[src/rtl/da_sequencer.sv]
// Sequencer for a bit-serial distributed-arithmetic FIR. It stages samples in a
// tap delay line, walks the bit-slices MSB-first and hands each result to a one-deep slot.
module da_sequencer #(
  parameter int NUM_LUTS     = 8,
  parameter int TAPS_PER_LUT = 4,
  parameter int DATA_W       = 16
) (
  input  logic                             clk3,
  input  logic                             reset,
  input  logic [DATA_W-1:0]                in_data,
  input  logic                             in_valid,
  output logic                             in_ready,
  output logic [NUM_LUTS*TAPS_PER_LUT-1:0] lut_addr,
  output logic                             acc_en,
  output logic                             acc_clear,
  output logic                             acc_sub,
  output logic                             capture,
  output logic                             sum_valid,
  input  logic                             sum_ready,
  output logic                             busy
);

  localparam int NTAPS = NUM_LUTS * TAPS_PER_LUT;
  localparam int CNT_W = $clog2(DATA_W);
  localparam logic [CNT_W-1:0] CNT_MSB = CNT_W'(DATA_W - 1);

  typedef enum logic [1:0] {
    IDLE  = 2'd0,
    SLICE = 2'd1,
    DONE  = 2'd2
  } state_t;

  state_t             state_reg;
  state_t             state_next;
  logic [CNT_W-1:0]   bit_cnt_reg;
  logic [CNT_W-1:0]   bit_cnt_next;
  logic [DATA_W-1:0]  tap_reg [NTAPS];
  logic               sum_valid_reg;
  logic               sum_valid_next;
  logic               accept;
  logic               slice_live;

  always_ff @(posedge clk3 or negedge reset) begin
    if (!reset) begin
      state_reg     <= IDLE;
      bit_cnt_reg   <= '0;
      sum_valid_reg <= 1'b0;
    end else begin
      state_reg     <= state_next;
      bit_cnt_reg   <= bit_cnt_next;
      sum_valid_reg <= sum_valid_next;
    end
  end

  always_comb begin
    state_next   = state_reg;
    bit_cnt_next = bit_cnt_reg;
    accept       = 1'b0;
    slice_live   = 1'b0;
    acc_en       = 1'b0;
    acc_clear    = 1'b0;
    acc_sub      = 1'b0;
    capture      = 1'b0;
    case (state_reg)
      IDLE: begin
        if (in_valid) begin
          accept       = 1'b1;
          bit_cnt_next = CNT_MSB;
          state_next   = SLICE;
        end
      end
      SLICE: begin
        slice_live = 1'b1;
        acc_en     = 1'b1;
        // The sign-bit slice comes first: it seeds the accumulator and is subtracted.
        if (bit_cnt_reg == CNT_MSB) begin
          acc_clear = 1'b1;
          acc_sub   = 1'b1;
        end
        if (bit_cnt_reg == '0) begin
          state_next = DONE;
        end else begin
          bit_cnt_next = bit_cnt_reg - 1'b1;
        end
      end
      DONE: begin
        // The slot is free when empty or being drained in this same cycle.
        if (!sum_valid_reg || sum_ready) begin
          capture    = 1'b1;
          state_next = IDLE;
        end
      end
      default: begin
        state_next = IDLE;
      end
    endcase
  end

  always_comb begin
    sum_valid_next = sum_valid_reg;
    if (capture) begin
      sum_valid_next = 1'b1;
    end else if (sum_valid_reg && sum_ready) begin
      sum_valid_next = 1'b0;
    end
  end

  // Delay line only moves on accept, so it stays frozen through slicing and stalls.
  always_ff @(posedge clk3 or negedge reset) begin
    if (!reset) begin
      for (int i = 0; i < NTAPS; i++) begin
        tap_reg[i] <= '0;
      end
    end else if (accept) begin
      tap_reg[0] <= in_data;
      for (int i = 1; i < NTAPS; i++) begin
        tap_reg[i] <= tap_reg[i-1];
      end
    end
  end

  genvar gi;
  generate
    for (gi = 0; gi < NTAPS; gi++) begin : g_addr
      assign lut_addr[gi] = slice_live & tap_reg[gi][bit_cnt_reg];
    end
  endgenerate

  assign in_ready  = reset & (state_reg == IDLE);
  assign busy      = (state_reg != IDLE);
  assign sum_valid = sum_valid_reg;

endmodule

[config.mk]
export PLATFORM = sky130hd
export DESIGN_NAME = da_sequencer
export DESIGN_NICKNAME = d
export VERILOG_FILES = /design/src/rtl/da_sequencer.sv
export SDC_FILE = /design/constraint.sdc
export NUM_CORES = 1
export LEC_CHECK = 0
export ABC_CLOCK_PERIOD_IN_PS = 2500
export BUFFER_PORTS_ARGS = -buffer_cell sky130_fd_sc_hd__buf_2
export CORE_ASPECT_RATIO = 2
export CORE_MARGIN = 2
export CORE_UTILIZATION = 63
export CTS_CLUSTER_DIAMETER = 80
export DETAILED_ROUTE_END_ITERATION = 6
export GPL_ROUTABILITY_DRIVEN = 0
export HOLD_SLACK_MARGIN = 0.08
export PLACE_DENSITY = 0.86
export SLEW_MARGIN = 20
export SYNTH_ARGS = -nofsm -noshare
export SYNTH_HDL_FRONTEND = slang
export SYNTH_SLANG_ARGS = --single-unit
[constraint.sdc]
create_clock -name clk3 -period 2.5 [get_ports clk3]
set_clock_uncertainty 0.05 [all_clocks]
set_input_delay 0.5 -clock clk3 [delete_from_list [all_inputs] [get_ports clk3]]
set_output_delay 0.5 -clock clk3 [all_outputs]
set_load 0.02 [all_outputs]
## Word level (Yosys, flattened, before mapping)

Index checks and enable logic that the tools add are counted.

- Register bits after elaboration: 519
- Output and inout port bits: 39

- $add $sub $neg: 1
- Magnitude comparators: 1
- Equal/unequal tests: 7
- Muxes and demuxes: 80
- Bitwise logic cells: 33
- Reduce and logical (&&, ||, !) cells: 10

Operator list:

| kind | count |
|---|---|
| 1-bit binary-select mux with 4-bit select | 32 |
| 1-bit 2-to-1 mux | 41 |
| 1-bit AND | 33 |
| 4-bit 2-to-1 mux | 2 |
| 2-bit != test (second input constant) | 4 |
| 4-bit one-hot mux with 2 select lines | 1 |
| 2-bit 2-to-1 mux | 3 |
| 2-bit one-hot mux with 3 select lines | 1 |
| 3-bit AND reduction | 2 |
| 2-bit nonzero test | 3 |
| 4-bit by 5-bit < comparator with 1-bit output (second input constant) | 1 |
| 4-bit == test (second input constant) | 1 |
| 4-bit zero test | 1 |
| 4-bit by 1-bit subtractor with 4-bit output (second input constant) | 1 |
| 2-bit by 1-bit == test with 1-bit output (second input constant) | 1 |
| 2-bit == test (second input constant) | 1 |
| 2-bit zero test | 1 |
| 1-bit logical AND | 1 |
| 1-bit zero test | 1 |
| 1-bit logical OR | 1 |

## Longest topological paths before layout

Gate-level depths: netlist (run 1).

- Word-level depth: 5
- Mapped depth: 11
- Depth with buffers taken out: 6

## Worst setup path before layout (run 1)

No wires, ideal clock.

- Kind: reg2out
- Start: register bit_cnt_reg[0]
- End: output port lut_addr[25]
- Arrival: 1851 ps
- Required time: 1950 ps
- Path slack: 99 ps
- Cell stages (with the launch flop): 10
- Buffers on the path: 5
- Cells stage by stage: dfrtp_1 > buf_6 > buf_12 > buf_8 > buf_6 > buf_6 > mux2i_1 > a22oi_1 > nand2_1 > o21ai_0

- Cells in the longest elaborated chain, start to end: 3

Ends and longest elaborated chain:

| element | RTL line | RTL |
|---|---|---|
| start, declared | 35 | `logic [CNT_W-1:0] bit_cnt_reg;` |
| start signal, assigned | 50 | `bit_cnt_reg <= bit_cnt_next;` |
| 1-bit binary-select mux with 4-bit select | 125 | `assign lut_addr[gi] = slice_live & tap_reg[gi][bit_cnt_reg];` |
| 1-bit 2-to-1 mux (implied by the code) | 125 |  |
| 1-bit AND | 125 |  |
| end, declared | 13 | `output logic [NUM_LUTS*TAPS_PER_LUT-1:0] lut_addr,` |

Every way passes these cells. The select of a mux whose other input is x is not followed.

## Worst setup path in the final report (run 1)

- Start: register bit_cnt_reg[0]
- End: output port lut_addr[4]

Same word-level chain as after synthesis.

==> results of run 1 <==
worst reg2reg max path, stage by stage (launching register included):
cell and delay [ps]:
dfrtp_4 530, buf_12 160, buf_12 130, buf_8 110
buf_4 140, inv_1 70, ha_1 190, nor3b_2 350
nor2_1 160, nor3_1 240, a21oi_1 110
area by class of cell:
type | count | area, sq um
flip-flops and latches | 519 | 13000
multi-input cells | 886 | 10200
fillers | 2141 | 9700
repair buffers | 179 | 2070
clock buffers | 68 | 1350
well taps | 459 | 574
clock inverters | 13 | 198
inverters | 6 | 22.5
diodes | 1 | 2.50
placed cells by master, fill, tap and decap left out, types with 9 or more instances in the layout:
master / n
a221o_1: 11
nand3_1: 16
buf_4: 62
mux4_2: 76
nand2_1: 19
buf_2: 30
a22oi_2: 11
a22oi_1: 35
mux2i_2: 13
dfrtp_1: 517
mux2_2: 472
mux2i_1: 97
a22o_1: 9
mux2_1: 40
clkbuf_8: 14
buf_6: 35
clkbuf_1: 9
clkbuf_16: 45
buf_12: 36
kinds of logic after synthesis:
family | count (synthesis)
buf+inv | 117
mux | 707
compound gates | 103
xor+xnor | 2
simple gates | 72
fa+ha+maj | 2
flops | 519
path summary, 6_finish.rpt:
check                          startpoint             end  slack (ps)  depth (start not counted)
setup / recovery           bit_cnt_reg[0]     lut_addr[4]        -680                          7
hold / removal                 in_data[1]    tap_reg[497]         100                          2
setup reg to reg           bit_cnt_reg[0]  bit_cnt_reg[1]         120                         10
hold reg to reg               tap_reg[10]     tap_reg[10]         460                          1
max in group asynchronous           reset  bit_cnt_reg[1]         730                          3
min in group asynchronous           reset    tap_reg[350]         350                          2
power groups by stage:
stage	registers [mW]	clock network, mW	logic, mW
2_1_floorplan	10.6	0	7.46
3_3_place_gp	11.2	0	10.3
3_5_place_dp	11.3	0	10.5
4_1_cts	11.1	7.43	12.3
5_1_grt	11.3	7.75	13.5
6_report	11.2	7.36	12.8
timing repair:
item / CTS / global route
pin swaps: 32 / 22
gates resized for setup: 127 / 49
gates cloned: 7 / 0
endpoints found under the setup margin: 36 / 36
hold buffers: 1 / 0
buffers inserted: 23 / 5
hold endpoints to repair: 24 / 0
routing by layer:
layer,track usage,up-vias
li1,-,5912
met1,0.330,7502
met2,0.552,495
met3,0.0409,210
met4,0.182,0
met5,0,-
per-stage QoR:
| step | std cells | instance area, sq um | worst slack, ps | total power [mW] | utilization |
|---|---|---|---|---|---|
| after floorplan | 1522 | 23700 | 98.8 | 18.1 | - |
| after global placement | 2014 | 24800 | -45.4 | 21.5 | 0.668 |
| after detailed placement | 2014 | 24800 | -82.1 | 21.8 | 0.668 |
| after CTS | 2126 | 27200 | -647 | 30.9 | 0.732 |
| after global routing | 2130 | 27500 | -732 | 32.6 | 0.739 |
| final | 2131 | 27500 | -682 | 31.4 | 0.739 |
==> impl_metrics.py, run 1 <==
metrics = {
    "cts": {
        "cts_buffer_depth": 3,
        "cts_sinks": 519,
        "htreeDepth": 2,
        "cts_tree": "done",
        "clk_latency_ps": 580,
        "ctsRootBufferMaster": "clkbuf_16",
        "cts_made_buffers": 44,
        "path_clk_slew_ps": 70,
    },
    "pwr": {
        "seq_power_share": 0.357,
        "switching_share": 0.344,
        "p_leak_nw": 13.1,
        "power.net_switching_mw": 10.8,
        "internal_power_mw": 20.6,
        "power.density_nw_per_um2": 1140,
        "p_clk_frac": 0.235,
        "vdd_drop_max_uv": 978,
        "combPwrFrac": 0.408,
    },
    "critical_path": {
        "critical-path-max-stage-delay_ps": 530,
        "cp.arrival_ps": 2630,
        "worstSetupPathType": "register to output pin",
        "end_kind": "output pin",
        "path_max_fanout": 12,
        "worst-path-buf-inv": 4,
        "crit_family": "multiplexers",
        "cp.required_ps": 1950,
        "slowest_stage": "mux4_2",
        "cp-start-kind": "register",
        "crit_chain": "buf_6 > buf_12 > buf_16 > mux4_2 > mux2i_1 > o21ai_1 > buf_2",
    },
    "timing": {
        "setup_viol": 34,
        "maxClockFrequency_ghz": 0.314,
        "min_period_over_period": 1.27,
        "fin_crit_ps": 3180,
        "report.final.slew_viol_count": 0,
        "holdWs_ps": 100,
        "timing.final.ws_setup_ps": -682,
        "worstMarginPinSlew_ps": 921,
        "finalHoldViolCount": 0,
        "rsz0062_at_grt": "true",
        "tns_ps": -18250,
        "relSlewSlack": 0.386,
    },
    "yosys": {
        "async_flop_share": 1.00,
        "synth_fa_ha_area_frac": 0.00105,
        "yosysSeqAreaShare": 0.547,
        "yosys-top-cells-area": "dfrtp_1 55%, mux2_2 22%, mux4_2 7.0%, mux2i_1 5.0%, mux2_1 1.9%",
        "syn_avg_cell_area_sq_um": 15.6,
        "synth_xor_area_frac": 0.000738,
        "synthCells": 1522,
        "synth_top_family_by_area": "multiplexers",
        "yosysWarnings": 0,
        "netlist_area_sq_um": 23700,
        "yosysTopAreaCellShare": 0.547,
        "synthTopCellsByCount": "519 x dfrtp_1, 472 x mux2_2, 118 x mux2i_1",
        "synth_cell_types": 42,
        "synth.largest_area_cell": "dfrtp_1",
        "synth_edf_count": 0,
        "syn_nets": 1544,
        "synth_mux_area_frac": 0.366,
        "synth_ff_type": "dfrtp_1",
        "synth_compound_area_frac": 0.0322,
        "synthSimpleGateAreaFrac": 0.0161,
        "synth.most_common_cell": "dfrtp_1",
        "synth-seq-cells": 519,
    },
    "hold_path": {
        "hold_path.class": "primary input to register",
    },
    "floorplan": {
        "die_w_um": 141,
        "rows": 100,
        "coreArea_sq_um": 37200,
        "io-pin-count": 59,
        "die-area_sq_um": 39400,
        "die_h_um": 279,
        "start_util": 0.639,
    },
    "finish": {
        "drive_above_1_share": 0.520,
        "fin_nets": 1658,
        "syn_to_final_growth_pct": 15.6,
        "largest_register_ffs": 512,
    },
    "global_routing": {
        "grt_antenna_before_repair": 1,
        "grt_usage": 0.303,
        "grt_pass1_wl_mm": 90.7,
        "grt_pass1_vias": 15617,
        "grt_overflow": 0,
        "grt_max_degree": 182,
    },
    "outcome": {
        "violations": "negative setup slack",
        "status": "complete, but fails checks",
    },
    "place": {
        "port_buffers": 58,
        "dp_hpwl_mm": 36.4,
    },
    "detailed_routing": {
        "dr_wl_met3_mm": 2.63,
        "wl_met2_mm": 32.6,
        "drt_iter0_drc": 976,
        "drtAntennaViolNets": 0,
        "firstDrtPassIters": 5,
        "wl_met1_mm": 19.7,
        "dr.max_layer_used": "met4",
        "drcViolationCount": 0,
        "wl_per_cell_um": 27.5,
        "num_vias": 14119,
        "via_per_inst": 6.63,
        "drt_wl_total_mm": 58.5,
    },
    "run": {
        "drv_cap": 0,
    },
}
Note: power is estimated with default switching activity, not from simulation.
==> inputs of run 2 (changes only) <==
--- a/config.mk
+++ b/config.mk
@@ -5,6 +5,7 @@
 export SDC_FILE = /design/constraint.sdc
 export NUM_CORES = 1
 export LEC_CHECK = 0
+export ABC_AREA = 1
 export ABC_CLOCK_PERIOD_IN_PS = 2500
 export BUFFER_PORTS_ARGS = -buffer_cell sky130_fd_sc_hd__buf_2
 export CORE_ASPECT_RATIO = 2
@@ -14,7 +15,7 @@
 export DETAILED_ROUTE_END_ITERATION = 6
 export GPL_ROUTABILITY_DRIVEN = 0
 export HOLD_SLACK_MARGIN = 0.08
-export PLACE_DENSITY = 0.86
+export PLACE_DENSITY = 0.8
 export SLEW_MARGIN = 20
 export SYNTH_ARGS = -nofsm -noshare
 export SYNTH_HDL_FRONTEND = slang
==> run 2 against run 1 <==
Effect of this change:
- the run still ends with negative setup slack left
- combinational power grew 28%
- wire length rose by 7.4%
- setup slack gained 320 ps
- hold slack worse by 3.8 ps
- clock power is 2% higher
- fmax grew 11%
- flip-flop and latch count did not move
- total power is 18% higher
- critical path depth up 2
- cell count grew 70%
==> impl_metrics.py, run 2 <==
metrics = {
    "outcome": {
        "status": "complete, but fails checks",
        "violations": "negative setup slack",
    },
    "cts": {
        "htreeDepth": 2,
        "path_clk_slew_ps": 70,
        "cts_tree": "done",
        "ctsRootBufferMaster": "clkbuf_16",
        "clk_latency_ps": 580,
        "cts_sinks": 519,
        "cts_made_buffers": 45,
        "cts_buffer_depth": 3,
    },
    "timing": {
        "maxClockFrequency_ghz": 0.349,
        "report.final.slew_viol_count": 0,
        "worstMarginPinSlew_ps": 944,
        "min_period_over_period": 1.15,
        "timing.final.ws_setup_ps": -366,
        "finalHoldViolCount": 0,
        "relSlewSlack": 0.371,
        "setup_viol": 34,
        "fin_crit_ps": 2870,
        "rsz0062_at_grt": "true",
    },
    "critical_path": {
        "worstSetupPathType": "register to output pin",
        "rr_startpoint": "bit_cnt_reg[0]",
        "end_kind": "output pin",
        "path_max_fanout": 20,
        "worstReg2RegEnd": "bit_cnt_reg[0]",
        "cp-start-kind": "register",
        "cp.required_ps": 1950,
        "cp.arrival_ps": 2320,
        "crit_path_start": "bit_cnt_reg[0]",
        "crit_end": "lut_addr[17]",
        "r2r_slack_ps": 330,
        "reg2reg_depth": 7,
    },
    "run": {
        "drv_cap": 0,
    },
    "yosys": {
        "synth_cell_types": 25,
        "synth_top_family_by_area": "simple AND/OR/NAND/NOR gates",
        "synthSimpleGateAreaFrac": 0.189,
        "synthCells": 3118,
        "syn_nets": 3140,
        "async_flop_share": 1.00,
        "synth_edf_count": 0,
        "yosysSeqAreaShare": 0.529,
        "synth_fa_ha_area_frac": 0.00102,
        "synthTopCellsByCount": "957 x nand2_1, 577 x o21ai_0, 519 x dfrtp_1",
        "synth.largest_area_cell": "dfrtp_1",
        "yosys-top-cells-area": "dfrtp_1 53%, nand2_1 15%, o21ai_0 12%, inv_1 6.4%, nand3_1 3.3%",
        "synth_mux_area_frac": 0,
        "synth_compound_area_frac": 0.169,
        "synth.most_common_cell": "nand2_1",
        "synth-seq-cells": 519,
        "synth_xor_area_frac": 0,
        "netlist_area_sq_um": 24600,
        "yosysTopAreaCellShare": 0.529,
        "syn_avg_cell_area_sq_um": 7.87,
        "synth_ff_type": "dfrtp_1",
        "yosysWarnings": 0,
    },
    "place": {
        "post_dp_cell_area_sq_um": 25200,
        "dp_hpwl_mm": 37.3,
        "port_buffers": 58,
    },
    "pwr": {
        "power.density_nw_per_um2": 1350,
        "vdd_drop_max_uv": 839,
        "seq_power_share": 0.354,
        "power_mw": 36.9,
        "p_leak_nw": 12.9,
        "combPwrFrac": 0.444,
        "internal_power_mw": 21.3,
        "switching_share": 0.423,
        "p_clk_frac": 0.203,
        "power.net_switching_mw": 15.6,
    },
    "detailed_routing": {
        "via_per_inst": 5.75,
        "drt_iter0_drc": 2001,
        "firstDrtPassIters": 6,
        "drcViolationCount": 0,
        "wl_per_cell_um": 17.3,
        "drt_wl_total_mm": 62.9,
        "num_vias": 20852,
        "drtAntennaViolNets": 0,
    },
    "floorplan": {
        "die-area_sq_um": 40700,
        "coreArea_sq_um": 38500,
        "io-pin-count": 59,
        "start_util": 0.637,
        "die_h_um": 283,
        "rows": 102,
        "die_w_um": 144,
    },
    "finish": {
        "fin_nets": 3089,
        "mostFrequentLayoutCell": "nand2_1",
        "antennaDiodeCount": 0,
        "fin_util": 0.708,
        "stdcell_area_sq_um": 27300,
        "final_cell_mix": "948 x nand2_1, 568 x o21ai_0, 516 x dfrtp_1, 416 x inv_1, 153 x nand3_1",
        "drive_above_1_share": 0.0760,
        "syn_to_final_growth_pct": 11.2,
        "largest_register_ffs": 512,
    },
    "global_routing": {
        "grt_usage": 0.312,
        "grt_overflow": 0,
        "grt_pass1_vias": 20822,
        "grt_antenna_before_repair": 0,
        "grt_max_degree": 176,
        "grt_pass1_wl_mm": 103,
    },
    "hold_path": {
        "hp-start": "in_data[0]",
        "whs_path_depth": 3,
        "hold_path.class": "primary input to register",
    },
}
## run 2: cell types whose count changed in the layout (fill, tap and decap cells not counted), moves of 40 or more
cell	previous run	this run
nand3_1	16	153
nand2_1	19	948
o21ai_1	8	64
a21oi_1	4	73
o21ai_0	3	568
mux2i_1	97	0
mux4_2	76	0
o211ai_1	1	72
inv_1	4	416
mux2_1	40	0
mux2_2	472	0
## run 2: layer usage
metal	up-vias	GRT usage	part of all wire
li1	9783	-	-
met1	10077	0.380	0.37
met2	768	0.542	0.52
met3	224	0.0338	0.052
met4	0	0.162	0.054
met5	-	0	0
## run 2: worst min-delay path by stage
stage | endpoint | slack, ps
CTS | tap_reg[499] | 90
floorplan | bit_cnt_reg[0] | 150
finish | tap_reg[496] | 100
detailed placement | tap_reg[115] | 300
global placement | tap_reg[115] | 300
global route | tap_reg[499] | 100
## run 2: cell type report
| cell class | count | area [sq um] |
|---|---|---|
| multi-input cells | 1957 | 8950 |
| fillers | 2982 | 11200 |
| inverters | 422 | 1600 |
| clock buffers | 64 | 1330 |
| well taps | 520 | 651 |
| flip-flops and latches | 519 | 13000 |
| clock inverters | 20 | 245 |
| repair buffers | 122 | 1530 |
## run 2: critical path, cell delays in order, from the launching register on
cell	delay [ps]
dfrtp_4	550
buf_4	190
buf_12	150
o211ai_1	340
nand2_1	80
nand2_1	70
o21ai_1	60
nand2_1	60
nand2_1	60
buf_2	160
## run 2: power by group through the flow
| stage | sequential, mW | combinational, mW | clock, mW |
|---|---|---|---|
| 3_5_place_dp | 13.1 | 14.7 | 0 |
| 3_3_place_gp | 13.0 | 14.4 | 0 |
| 4_1_cts | 13.0 | 15.8 | 7.57 |
| 6_report | 13.1 | 16.4 | 7.49 |
| 2_1_floorplan | 12.5 | 10.7 | 0 |
| 5_1_grt | 13.3 | 18.2 | 7.88 |
## run 2: cell families after synthesis
family | count (synthesis)
AOI/OAI and AO/OA | 787
adders and majority gates | 2
buffers and inverters | 642
DFF | 519
and+or+nand+nor | 1168
## run 2: what timing repair did
| action | CTS | global route |
|---|---|---|
| pin swaps | 9 | 7 |
| setup buffers | 8 | 1 |
| hold buffers | 1 | 0 |
| hold endpoints to repair | 86 | 0 |
| gates resized for setup | 60 | 21 |
| setup endpoints to repair | 34 | 34 |
| cloned | 4 | 4 |
## run 2: through the flow
step / instances / hold WS (ps) / TNS [ps] / setup WS (ps)
global route: 3624 / 99.0 / -12170 / -449
floorplan: 3118 / 154 / 0 / 506
detailed placement: 3522 / 301 / 0 / 239
CTS: 3619 / 86.2 / -9480 / -357
global placement: 3522 / 301 / 0 / 242
finish: 3624 / 96.6 / -9430 / -366
==> inputs of run 3 (changes only) <==
--- a/config.mk
+++ b/config.mk
@@ -9,7 +9,6 @@
 export ABC_CLOCK_PERIOD_IN_PS = 2500
 export BUFFER_PORTS_ARGS = -buffer_cell sky130_fd_sc_hd__buf_2
 export CORE_ASPECT_RATIO = 2
-export CORE_MARGIN = 2
 export CORE_UTILIZATION = 63
 export CTS_CLUSTER_DIAMETER = 80
 export DETAILED_ROUTE_END_ITERATION = 6
==> constraint.sdc (replaced) <==
create_clock -name clk3 -period 2.5 [get_ports clk3]
set_clock_uncertainty 0.05 [all_clocks]
set_input_delay 0.25 -clock clk3 [delete_from_list [all_inputs] [get_ports clk3]]
set_output_delay 0.25 -clock clk3 [all_outputs]
set_load 0.02 [all_outputs]
==> run 3 against run 2 <==
Effect of this change:
- the flow still finishes with violations (negative setup slack)
- combinational power increased by 16%
- clock power up 0.8%
- via count rose by 5.9%
- non-clock buffer count is 54 higher
- sequential share of layout area is 2.0 points lower
- first-iteration DRC count up 12%
- flip-flop and latch count did not move
- setup slack better by 190 ps
- wire length rose by 14%
- cell count rose by 1.5%
- sequential power hardly changed
- critical path type unchanged
==> impl_metrics.py, run 3 (synthesis results as in run 2) <==
metrics = {
    "place": {
        "port_buffers": 58,
        "dp_hpwl_mm": 37.2,
    },
    "timing": {
        "relSlewSlack": 0.597,
        "rsz0062_at_grt": "true",
        "report.final.slew_viol_count": 0,
        "setup_viol": 25,
        "min_period_over_period": 1.07,
        "tns_ps": -1860,
        "finalHoldViolCount": 0,
        "fin_crit_ps": 2670,
        "worstMarginPinSlew_ps": 605,
        "timing.final.ws_setup_ps": -173,
        "maxClockFrequency_ghz": 0.374,
    },
    "cts": {
        "path_clk_slew_ps": 70,
        "cts_buffer_depth": 3,
        "ctsRootBufferMaster": "clkbuf_16",
        "htreeDepth": 2,
        "cts_sinks": 519,
        "cts_tree": "done",
        "cts_made_buffers": 45,
        "clk_latency_ps": 590,
    },
    "finish": {
        "fin_nets": 3146,
        "regArea_sq_um": 13000,
        "final_cell_mix": "934 x nand2_1, 562 x o21ai_0, 516 x dfrtp_1, 416 x inv_1, 147 x nand3_1",
        "syn_to_final_growth_pct": 16.0,
        "fin_util": 0.739,
        "largest_register_ffs": 512,
        "antennaDiodeCount": 0,
        "mostFrequentLayoutCell": "nand2_1",
        "fill_cells": 2696,
        "multi_input_area_sq_um": 9100,
        "drive_above_1_share": 0.0985,
    },
    "floorplan": {
        "die_w_um": 142,
        "die-area_sq_um": 39800,
        "io-pin-count": 59,
        "start_util": 0.637,
        "rows": 102,
        "die_h_um": 281,
        "coreArea_sq_um": 38500,
    },
    "global_routing": {
        "grt_usage": 0.342,
        "grt_max_degree": 150,
        "grt_pass1_wl_mm": 107,
        "grt_pass1_vias": 21304,
        "grt_overflow": 0,
        "grt_antenna_before_repair": 0,
    },
    "pwr": {
        "p_leak_nw": 13.4,
        "power.density_nw_per_um2": 1400,
        "vdd_drop_max_uv": 813,
    },
    "critical_path": {
        "worstSetupPathType": "register to output pin",
        "cp_common_cell": "nand2_1",
        "cp.required_ps": 2200,
        "path_max_fanout": 6,
        "slowest_stage": "dfrtp_4",
        "cp.arrival_ps": 2370,
        "crit_chain": "buf_12 > buf_12 > clkbuf_16 > nand2_1 > nand3_1 > nand2_1 > inv_1 > o21ai_1 > nand2_1 > nand2_2 > buf_6",
        "end_kind": "output pin",
        "critical-path-max-stage-delay_ps": 510,
        "cp-start-kind": "register",
    },
    "detailed_routing": {
        "via_per_inst": 6.01,
        "num_vias": 22089,
        "wl_per_cell_um": 19.4,
        "drt_wl_total_mm": 71.4,
        "drtAntennaViolNets": 0,
        "firstDrtPassIters": 6,
        "drt_iter0_drc": 2235,
        "drcViolationCount": 0,
    },
    "hold_path": {
        "hold_path.class": "primary input to asynchronous set/reset pin",
    },
    "outcome": {
        "violations": "negative setup slack",
        "status": "complete, but fails checks",
    },
    "run": {
        "drv_cap": 0,
    },
}
run 3: cell types whose count changed in the layout (fill, tap and decap cells not counted), moves of 6 or more:
cell / previous run / this run
a21oi_1: 73 / 66
buf_12: 30 / 24
buf_16: 9 / 23
buf_2: 38 / 27
buf_4: 25 / 38
buf_6: 13 / 26
clkbuf_16: 51 / 62
dlygate4sd3_1: 1 / 18
nand2_1: 948 / 934
nand2_2: 9 / 22
nand3_1: 153 / 147
nand3_2: 9 / 15
o21ai_0: 568 / 562
o21ai_2: 0 / 10
run 3: metal layers:
layer  GRT usage  part of all wire  up-vias
li1            -                 -     9915
met1       0.408              0.36    10625
met2       0.586              0.51     1215
met3      0.0399             0.072      334
met4       0.217             0.062        0
met5           0                 0        -
run 3: power breakdown:
group / switching [mW] / leakage, nW / internal (mW)
Sequential: 1.94 / 6.95 / 11.2
Clock: 3.28 / 0.772 / 4.27
Combinational: 11.8 / 5.68 / 7.18
Total: 17.1 / 13.4 / 22.7
run 3: repair_timing:
item / CTS / global route
setup endpoints to repair: 32 / 32
cloned: 15 / 19
gates resized for setup: 111 / 76
endpoints found under the hold margin: 537 / 0
setup buffers: 14 / 9
pin swaps: 28 / 42
hold buffers: 18 / 0
run 3: per-stage QoR:
stage | setup slack, ps | hold slack, ps | cells | cell area, sq um | total power [mW]
after detailed placement | 370 | 136 | 3523 | 25100 | 27.6
after global placement | 374 | 131 | 3523 | 25100 | 27.1
final | -173 | 131 | 3677 | 28500 | 39.7
after global routing | -256 | 155 | 3677 | 28500 | 41.9
after floorplan | 756 | -95.6 | 3118 | 24600 | 23.2
after CTS | -99.4 | 138 | 3650 | 27700 | 37.4
run 3: layout make-up:
| class | instances | area share |
|---|---|---|
| sequential | 519 | 0.457 |
| clock inverter | 18 | 0.00870 |
| inverter | 422 | 0.0577 |
| tap | 520 | 0.0229 |
| timing repair inverter | 3 | 0.00101 |
| multi-input combinational | 1957 | 0.320 |
| clock buffer | 62 | 0.0458 |
| timing repair buffer | 176 | 0.0876 |
run 3: critical path, delay by kind of cell, from the launching register on:
family / cells / cell delay [ps]
flip-flops: 1 / 510
AO/OA/AOI/OAI: 1 / 170
buffers and inverters: 5 / 640
AND/OR/NAND/NOR: 5 / 470
run 3: path summary, 6_finish.rpt:
kind | from | slack [ps] | end | cells after the start
worst max-delay path | bit_cnt_reg[0] | -170 | lut_addr[29] | 11
worst min-delay path | reset | 130 | tap_reg[96] | 2
worst max register to register | bit_cnt_reg[1] | 510 | bit_cnt_reg[2] | 10
worst min register to register | tap_reg[9] | 440 | tap_reg[9] | 2
max in group asynchronous | reset | 1340 | tap_reg[320] | 3
min in group clk3 | in_valid | 190 | tap_reg[2] | 4
